### config.mk
export PLATFORM = sky130hd
export DESIGN_NAME = ram_tp_bytemask_init
export DESIGN_NICKNAME = d
export VERILOG_FILES = /design/src/rtl/ram_pkg.sv /design/src/rtl/ram_rd_pipe.sv /design/src/rtl/ram_tp_bytemask_init.sv
export SDC_FILE = /design/constraint.sdc
export NUM_CORES = 1
export LEC_CHECK = 0
export BUFFER_PORTS_ARGS = -buffer_cell sky130_fd_sc_hd__buf_2
export CORE_MARGIN = 5
export CORE_UTILIZATION = 56
export CTS_CLUSTER_SIZE = 20
export DETAILED_ROUTE_END_ITERATION = 12
export PLACE_DENSITY = 0.86
export SLEW_MARGIN = 20
export SYNTH_ARGS = -nofsm -noshare
export SYNTH_HDL_FRONTEND = slang
export SYNTH_SLANG_ARGS = --single-unit
### constraint.sdc
create_clock -name clock -period 3.35 [get_ports clock]
set_clock_uncertainty 0.1 [all_clocks]
set_input_delay 0.335 -clock clock [delete_from_list [all_inputs] [get_ports clock]]
set_output_delay 0.335 -clock clock [all_outputs]
set_load 0.05 [all_outputs]
### src/rtl/ram_pkg.sv
`default_nettype none
// ============================================================================
// Module      : ram_pkg
// Description : Shared definitions for the byte-masked two-port RAM with a
//               clear sequence. Provides the clear FSM state encoding and the
//               read-latency legality check.
// Ports       : none (package)
// Revision    : 1.0 - initial release
// ============================================================================
package ram_pkg;

    // Clear FSM state encoding
    localparam logic [0:0] c_ST_IDLE  = 1'b0;
    localparam logic [0:0] c_ST_CLEAR = 1'b1;

    // Only one or two register stages are supported on the read path
    function automatic bit rd_latency_ok(input int lat);
        return (lat == 1) || (lat == 2);
    endfunction

endpackage
`default_nettype wire

### src/rtl/ram_rd_pipe.sv
`default_nettype none
// ============================================================================
// Module      : ram_rd_pipe
// Description : Read-result latency pipeline. Carries a valid flag and a data
//               word through READ_LATENCY register stages. Each data stage
//               loads only when its input stage is valid, so the output word
//               holds its last value while o_valid is low.
// Ports       : clock, reset_n    - clock, async active-low reset
//               i_valid, i_data   - read result entering the pipe
//               o_valid, o_data   - read result after READ_LATENCY cycles
// Revision    : 1.0 - initial release
// ============================================================================
module ram_rd_pipe #(
    parameter int DATA_WIDTH   = 32,
    parameter int READ_LATENCY = 1
) (
    input  logic                  clock,
    input  logic                  reset_n,
    input  logic                  i_valid,
    input  logic [DATA_WIDTH-1:0] i_data,
    output logic                  o_valid,
    output logic [DATA_WIDTH-1:0] o_data
);

    logic [READ_LATENCY-1:0] r_vld;
    logic [DATA_WIDTH-1:0]   r_dat [READ_LATENCY];

    always_ff @(posedge clock or negedge reset_n) begin
        if (!reset_n) begin
            r_vld <= '0;
            for (int i = 0; i < READ_LATENCY; i++) begin
                r_dat[i] <= '0;
            end
        end else begin
            r_vld[0] <= i_valid;
            if (i_valid) begin
                r_dat[0] <= i_data;
            end
            for (int k = 1; k < READ_LATENCY; k++) begin
                r_vld[k] <= r_vld[k-1];
                if (r_vld[k-1]) begin
                    r_dat[k] <= r_dat[k-1];
                end
            end
        end
    end

    assign o_valid = r_vld[READ_LATENCY-1];
    assign o_data  = r_dat[READ_LATENCY-1];

endmodule
`default_nettype wire

### src/rtl/ram_tp_bytemask_init.sv
`default_nettype none
// ============================================================================
// Module      : ram_tp_bytemask_init
// Description : Two-port (one write, one read) RAM with per-byte write
//               enables, selectable write-first/read-first collision handling,
//               1- or 2-cycle read latency and a hardware clear sequence that
//               fills every entry with INIT_VALUE after reset or on request.
// Ports       : clock, reset_n              - clock, async active-low reset
//               init_req                    - one-cycle request to re-clear
//               busy                        - clear sequence in progress
//               wr_en, wr_bwen, wr_addr,
//               wr_data                     - write port (byte enables)
//               rd_en, rd_addr              - read request
//               rd_data, rd_valid           - read result
// Revision    : 1.0 - initial release
// ============================================================================
module ram_tp_bytemask_init
    import ram_pkg::*;
#(
    parameter int                  DATA_WIDTH   = 32,
    parameter int                  DEPTH        = 16,
    parameter int                  READ_LATENCY = 1,
    parameter int                  BYPASS       = 1,
    parameter logic [DATA_WIDTH-1:0] INIT_VALUE = '0
) (
    input  logic                            clock,
    input  logic                            reset_n,
    input  logic                            init_req,
    output logic                            busy,
    input  logic                            wr_en,
    input  logic [DATA_WIDTH/8-1:0]         wr_bwen,
    input  logic [$clog2(DEPTH)-1:0]        wr_addr,
    input  logic [DATA_WIDTH-1:0]           wr_data,
    input  logic                            rd_en,
    input  logic [$clog2(DEPTH)-1:0]        rd_addr,
    output logic [DATA_WIDTH-1:0]           rd_data,
    output logic                            rd_valid
);

    localparam int ADDR_WIDTH = $clog2(DEPTH);
    localparam int BWEN_WIDTH = DATA_WIDTH / 8;

    // One extra bit so DEPTH itself is representable for range checks
    localparam logic [ADDR_WIDTH:0]   c_DEPTH_W = (ADDR_WIDTH+1)'(DEPTH);
    localparam logic [ADDR_WIDTH-1:0] c_LAST    = ADDR_WIDTH'(DEPTH - 1);

    // Elaboration-time parameter checks
    if ((DATA_WIDTH % 8) != 0) begin : g_bad_width
        $error("ram_tp_bytemask_init: DATA_WIDTH must be a multiple of 8");
    end
    if (!rd_latency_ok(READ_LATENCY)) begin : g_bad_latency
        $error("ram_tp_bytemask_init: READ_LATENCY must be 1 or 2");
    end

    logic [DATA_WIDTH-1:0] r_mem [DEPTH];
    logic [0:0]            r_state;
    logic [ADDR_WIDTH-1:0] r_cnt;

    logic                  w_busy;
    logic                  w_wr_ok;
    logic                  w_rd_ok;
    logic                  w_rd_inrange;
    logic                  w_hit;
    logic [DATA_WIDTH-1:0] w_old;
    logic [DATA_WIDTH-1:0] w_merged;
    logic [DATA_WIDTH-1:0] w_rd_word;

    assign w_busy  = (r_state == c_ST_CLEAR);
    assign busy    = w_busy;

    // User accesses are locked out for the whole clear sequence
    assign w_wr_ok      = wr_en && !w_busy && ({1'b0, wr_addr} < c_DEPTH_W);
    assign w_rd_ok      = rd_en && !w_busy;
    assign w_rd_inrange = ({1'b0, rd_addr} < c_DEPTH_W);
    assign w_hit        = w_wr_ok && (wr_addr == rd_addr);

    assign w_old = r_mem[wr_addr];

    for (genvar b = 0; b < BWEN_WIDTH; b++) begin : g_byte
        assign w_merged[8*b +: 8] = wr_bwen[b] ? wr_data[8*b +: 8] : w_old[8*b +: 8];
    end

    // Out-of-range reads return zero; a colliding write is forwarded only
    // in write-first mode, otherwise the array still holds the old word.
    always_comb begin
        w_rd_word = '0;
        if (w_rd_inrange) begin
            if ((BYPASS != 0) && w_hit) begin
                w_rd_word = w_merged;
            end else begin
                w_rd_word = r_mem[rd_addr];
            end
        end
    end

    // Storage has no reset; the clear sequence owns the port while busy
    always_ff @(posedge clock) begin
        if (w_busy) begin
            r_mem[r_cnt] <= INIT_VALUE;
        end else if (w_wr_ok) begin
            r_mem[wr_addr] <= w_merged;
        end
    end

    // Clear FSM: counter runs 0..DEPTH-1 and is compared against DEPTH-1
    // only, so non-power-of-two depths never touch unused addresses.
    always_ff @(posedge clock or negedge reset_n) begin
        if (!reset_n) begin
            r_state <= c_ST_CLEAR;
            r_cnt   <= '0;
        end else begin
            case (r_state)
                c_ST_CLEAR: begin
                    if (r_cnt == c_LAST) begin
                        r_state <= c_ST_IDLE;
                        r_cnt   <= '0;
                    end else begin
                        r_cnt <= r_cnt + 1'b1;
                    end
                end
                c_ST_IDLE: begin
                    if (init_req) begin
                        r_state <= c_ST_CLEAR;
                        r_cnt   <= '0;
                    end
                end
                default: begin
                    r_state <= c_ST_IDLE;
                    r_cnt   <= '0;
                end
            endcase
        end
    end

    ram_rd_pipe #(
        .DATA_WIDTH   (DATA_WIDTH),
        .READ_LATENCY (READ_LATENCY)
    ) u_rd_pipe (
        .clock   (clock),
        .reset_n (reset_n),
        .i_valid (w_rd_ok),
        .i_data  (w_rd_word),
        .o_valid (rd_valid),
        .o_data  (rd_data)
    );

endmodule
`default_nettype wire

==> metrics, run 1 <==
busiest grt layer met2; DR vias 17,590; Netlist cell types 39; Post-synth EDFFs 512; GPL Wtd Cong 0.8986; first-pass GRT wire length 113.2 mm; Tcrit/Tclk final 0.8796; clock sink count 550; Sw Share 0.3306; 1st-iter DRT viols 2,909; YS warnings 0; NetSw 7.118 mW; clk root buf clkbuf_16; Final nets 1,769; antenna violations before repair 2; post-route core utilization 0.6433; Flop pwr share 0.463; post-synthesis mux area share 0.2266; DRC 0; drt pass-1 iters 5; combinational cell fraction of total power 0.261; GR Util met1 0.3930; critical path required time 3.70 ns; Non-Filler Instances 2,373; Netlist Area Pre-Place 26,240 um2; Synth Area in Adders 0.0004768; # fillers 3,067; startpoint class of the critical path flop; WS Path Type reg2reg; fraction of registers with async set/reset 0.06909; Placed Cells incl. Taps 2,268; Die ar. 51,290 um2; I/O pin cnt 83; Vias/cell 7.413; Die Height 226.5 um; H-tree depth 2; clk buf depth 3; slew margin rel. 0.2609; CTS tree built; combinational family with the most area after synthesis multiplexers; syn_nets 1,650; Final Hold Violating Endpoints 0; status complete, no violations; Initial Util 0.5649; Synth Flop Type edfxtp_1; worst skew pair latency 0.60 ns; largest cells by area after synthesis edfxtp_1, mux4_2, mux2i_1; Max Cap Viol 0; area delta synth->final 13.87%; Static Leak 10.47 nW; Pwr Density 720.4 nW/um2; GR Layer Usage met2 0.4688; Yosys top cell area share 0.5858; Clk pin slew, worst setup/hold paths 0.06 ns; Syn Inst Count 1,600; largest net degree at the start of global routing 55; setup TNS 0 ns; post-layout minimum cycle time 2.947 ns; row cnt 79; leading cell type in the layout, fill and taps excluded edfxtp_1; Post-CTS Hold Fix Bufs 2; Clk pwr share 0.276; CP endpoint kind flop; CORE AREA 46,460 um2; Pint 14.41 mW; Compound-Gate Fraction of Synth Area 0.09936; Hold Crit Class in2reg; Port Buf Inserts 82; Final Setup Violations 0; Synth Area per Inst 16.40 um2; Slew @ Worst Pin 1.109 ns; die width 226.5 um; GRT Overall Usage 0.2988; commonest cells after routing, fill and taps aside edfxtp_1, mux2i_1, mux2_2, mux4_2, buf_4; Final Max Tran Viols 0; CP Data Arrival Time 3.30 ns; DRT Wirelength 77.87 mm; met3 Track Usage GR 0.06538; Worst Path Max Fanout 22; most area-hungry cell type in the Yosys netlist edfxtp_1; Post-DP HPWL 45.88 mm; Post-Synth Simple-Gate Area 0.02546; sequential area share after synthesis 0.6221; number of global-route vias before repair 17,800; xor/xnor cell area share of the yosys netlist 0.002002; flops & latches, synth 550; drt wl/cell 32.82 um; Resized cells post-CTS 0; gr ovfl total 0; RSZ-0062 raised after global routing false; Fmax achieved 0.3394 GHz; Num CTS Buffers 54; layout cells sized above 1 0.3362; antenna viol nets, final 0; Setup Fix Bufs, Post-CTS 0; Peak VDD IR 0.4427 mV
[path summary, 6_finish.rpt]
path	cells after the start	to	startpoint	slack (ns)
min reg2reg	2	u_rd_pipe.o_data[23]	u_rd_pipe.o_data[23]	0.38
max reg2reg	6	u_rd_pipe.o_data[27]	busy	0.40
min in group asynchronous	2	u_rd_pipe.o_data[24]	reset_n	0.22
min	4	u_rd_pipe.o_data[31]	wr_data[31]	0.13
max in group asynchronous	3	u_rd_pipe.o_data[26]	reset_n	2.32
max	6	u_rd_pipe.o_data[27]	busy	0.40
[sequential cells by signal, summed over array words and instances (netlist names)]
| register | cells |
|---|---|
| u_rd_pipe.o_data | 32 |
| busy | 1 |
| r_cnt | 4 |
| u_rd_pipe.o_valid | 1 |
| r_mem | 512 |
[logic make-up (layout without fill, tap and decap cells)]
group,after synthesis,in the layout
AOI/OAI and AO/OA,341,341
xor gates and xnor gates,6,6
adders and majority gates,1,1
buffers and inverters,142,306
DFF,550,550
muxes,418,418
other,0,2
and+or+nand+nor,142,142
[per-layer routing]
| metal | part of all wire | vias up | wire, um |
|---|---|---|---|
| met5 | 0.00017 | - | 13 |
| met4 | 0.062 | 2 | 4850 |
| met3 | 0.13 | 367 | 10390 |
| met2 | 0.47 | 1638 | 36380 |
| met1 | 0.34 | 8682 | 26230 |
| li1 | - | 6901 | - |
[power by group through the flow]
stage	Combinational (mW)	Clock [mW]	Sequential (mW)
global route	5.82	6.23	10.0
detailed placement	5.48	0	10.0
global placement	5.36	0	9.92
floorplan	2.69	0	10.5
finish	5.63	5.94	9.96
CTS	5.54	5.96	9.90
[synthesized netlist by cell type, types with 30 or more instances]
library cell and number:
dfrtp_1 37, mux2i_1 161, o311ai_0 32, a22oi_1 33
clkbuf_1 80, nor2_1 54, buf_2 35, mux4_2 128
o21ai_0 68, mux2_2 129, o211ai_1 34, a22o_1 32
nand2_1 36, edfxtp_1 512, a221oi_1 32, o211ai_2 30
nand2b_1 35, o22ai_1 64
[through the flow]
| stage | hold slack, ns | total power, mW | worst slack, ns | area [um2] |
|---|---|---|---|---|
| 3_5_place_dp | 0.3087 | 15.50 | 0.2080 | 28140 |
| 5_1_grt | 0.1765 | 22.08 | 0.3973 | 29880 |
| 2_1_floorplan | -0.06059 | 13.16 | -0.1458 | 26240 |
| 6_report | 0.1287 | 21.53 | 0.4032 | 29880 |
| 4_1_cts | 0.09919 | 21.39 | 0.4978 | 29880 |
| 3_3_place_gp | 0.3734 | 15.27 | 0.3534 | 28130 |
[layout make-up]
type / count / area, um2 / share of cell area
Multi-Input combinational cell: 908 / 9467 / 0.3168
Inverter: 6 / 22.52 / 0.0007536
Timing Repair Buffer: 199 / 1580 / 0.05288
Sequential cell: 550 / 16330 / 0.5463
Tap cell: 607 / 759.5 / 0.02541
Antenna cell: 2 / 5.005 / 0.0001675
Clock buffer: 78 / 1523 / 0.05095
Clock inverter: 23 / 200.2 / 0.006699
[critical path: stages, from the launching register on]
cell	delay, ns
dfstp_2	0.56
buf_4	0.23
nand2b_2	0.62
inv_1	0.51
buf_4	0.43
o211ai_1	0.18
o211ai_2	0.13
(Power assumes the default switching activity.)
==> inputs of run 2 (changes only) <==
--- a/config.mk
+++ b/config.mk
@@ -7,10 +7,10 @@
 export LEC_CHECK = 0
 export BUFFER_PORTS_ARGS = -buffer_cell sky130_fd_sc_hd__buf_2
 export CORE_MARGIN = 5
-export CORE_UTILIZATION = 56
+export CORE_UTILIZATION = 50
 export CTS_CLUSTER_SIZE = 20
 export DETAILED_ROUTE_END_ITERATION = 12
-export PLACE_DENSITY = 0.86
+export PLACE_DENSITY = 0.79
 export SLEW_MARGIN = 20
 export SYNTH_ARGS = -nofsm -noshare
 export SYNTH_HDL_FRONTEND = slang
==> metrics, run 2 (synthesis results as in run 1) <==
gr ovfl total 0 (unchanged); CP most frequent cell buf_4; Port Buf Inserts 82 (unchanged); Critical-path top delay cell or3_2; slowest stage delay, CP 0.81 ns (+0.19 ns); Final Hold Violating Endpoints 0 (unchanged); combinational cell fraction of total power 0.258 (-0.003); Final Setup Violations 0 (unchanged); GRT Overall Usage 0.2651 (-0.03372); die width 239.1 um (+5.6%); status complete, no violations; number of global-route vias before repair 17,580 (-1.2%); GPL Wtd Cong 0.8677 (-3.4%); largest net degree at the start of global routing 77 (+40%); slew margin rel. 0.3036 (+0.04274); CP Data Arrival Time 3.44 ns (+0.14 ns); Final nets 1,767 (-0.11%); critical path required time 3.78 ns (+0.08 ns); Clk pin slew, worst setup/hold paths 0.06 ns (about the same); Clk pwr share 0.290 (+0.014); Vias/cell 6.949 (-6.3%); Cell Chain, Critical Path buf_4, nor2b_1, a211oi_1, o221ai_4, or3_2, buf_4, o211ai_2; I/O pin cnt 83 (unchanged); Setup Fix Bufs, Post-CTS 0 (unchanged); Reg with most FFs r_mem; DR vias 17,030 (-3.2%); drt pass-1 iters 6 (+1); clk buf depth 3 (unchanged); critical register-to-register path startpoint busy; row cnt 84 (+6.3%); Peak VDD IR 0.4055 mV (-8.4%); antenna violations before repair 0 (-2); Tcrit/Tclk final 0.8988 (+0.01918); commonest cells after routing, fill and taps aside edfxtp_1, mux2i_1, mux2_2, mux4_2, buf_4; diodes inserted 0 (-2); first-pass GRT wire length 112.4 mm (-0.69%); CP endpoint kind flop; RSZ-0062 raised after global routing false; DRT Wirelength 76.72 mm (-1.5%); Flop pwr share 0.452 (-0.011); drt wl/cell 31.31 um (-4.6%); max reg flops 512 (unchanged); origin of the worst setup path busy; Initial Util 0.5024 (-0.06249); H-tree depth 2 (unchanged); dpl cell area 28,380 um2 (+0.87%); CP Buf/Inv Count 2 (-1); area delta synth->final 15.38%; 1st-iter DRT viols 2,029 (-30%); startpoint class of the critical path flop; multi-input logic area 9467 um2 (unchanged); NetSw 7.117 mW (about the same); Pwr Density 727.1 nW/um2 (+0.93%); worst skew pair latency 0.62 ns (+0.02 ns); Pint 14.90 mW (+3.4%); crit-path leading delay family simple AND/OR/NAND/NOR gates; CORE AREA 52,240 um2 (+12%); # fillers 3,752 (+22%); Slew @ Worst Pin 1.040 ns (-0.06897 ns); leading cell type in the layout, fill and taps excluded edfxtp_1; Die ar. 57,170 um2 (+11%); fin area 30,280 um2 (+1.3%); FF+latch area 16,330 um2 (unchanged); Num CTS Buffers 53 (-1.9%); clk root buf clkbuf_16; Post-DP HPWL 44.43 mm (-3.2%); antenna viol nets, final 0 (unchanged); Worst Path Max Fanout 19 (-14%); Final Max Tran Viols 0 (unchanged); WS Path Type reg2reg; Hold Worst Slack 0.06769 ns (-0.06103 ns); layout cells sized above 1 0.3417 (+0.005489); DRC 0 (unchanged); R2R Setup Slk 0.34 ns (-0.06 ns); Max Cap Viol 0 (unchanged); Die Height 239.1 um (+5.6%); post-layout minimum cycle time 3.011 ns (+0.06426 ns); Sw Share 0.3232 (-0.007398); Hold Crit Class in2async; clock sink count 550 (unchanged); CTS tree built; Fmax achieved 0.3321 GHz (-2.1%); Static Leak 10.60 nW (+1.2%)
run 2: changes by cell type in the layout (fill, tap and decap cells not counted), sizes merged:
cell	delta
clkbuf	-6
diode	-2
bufinv	+5
clkinvlp	-3
clkinv	+3
buf	-1
run 2: layout make-up:
class,instances,area share
clock inverter,28,0.01124
sequential,550,0.5392
clock buffer,72,0.05086
inverter,6,0.0007437
timing repair buffer,198,0.05694
multi-input combinational,908,0.3126
tap,688,0.02843
run 2: power groups by stage:
stage | combinational, mW | clock [mW] | sequential, mW
floorplan | 2.69 | 0 | 10.5
global placement | 5.47 | 0 | 9.94
detailed placement | 5.59 | 0 | 10.0
CTS | 5.63 | 6.42 | 9.90
global route | 5.91 | 6.73 | 10.0
finish | 5.68 | 6.39 | 9.94
run 2: per-stage QoR:
stage               utilization  TNS (ns)  setup WS (ns)  total power [mW]  cells
global placement         0.5433         0         0.2421             15.41   2348
detailed placement       0.5433         0         0.1939             15.61   2348
global route             0.5797         0         0.2841             22.67   2450
floorplan                     -    -53.18        -0.1458             13.16   1600
CTS                      0.5797         0         0.3699             21.95   2450
finish                   0.5797         0         0.3390             22.02   2450
run 2: path summary, 6_finish.rpt:
path                                              to  cells past startpoint
max in group asynchronous       u_rd_pipe.o_data[28]                      3
min in group clock               u_rd_pipe.o_data[7]                      4
worst max-delay path             u_rd_pipe.o_data[0]                      7
worst min register to register  u_rd_pipe.o_data[22]                      2
worst min-delay path            u_rd_pipe.o_data[23]                      2
worst max register to register   u_rd_pipe.o_data[0]                      7
run 2: repair_timing:
action / in CTS / in global routing
hold buffers: 2 / 0
gates resized for setup: 0 / 0
hold endpoints to repair: 14 / 0
run 2: worst reg2reg max path: stages, from the launching register on:
cell and delay [ns]:
dfstp_2 0.54, buf_4 0.25, nor2b_1 0.12, a211oi_1 0.47, o221ai_4 0.18, or3_2 0.81
buf_4 0.34, o211ai_2 0.15
run 2: per-layer routing:
metal,routed length (um),GRT usage,up-vias,part of all wire
met4,4270,0.1304,0,0.056
met5,0,0,-,0
met1,26440,0.3332,8544,0.34
li1,-,-,6879,-
met3,8625,0.06368,323,0.11
met2,37380,0.4350,1279,0.49
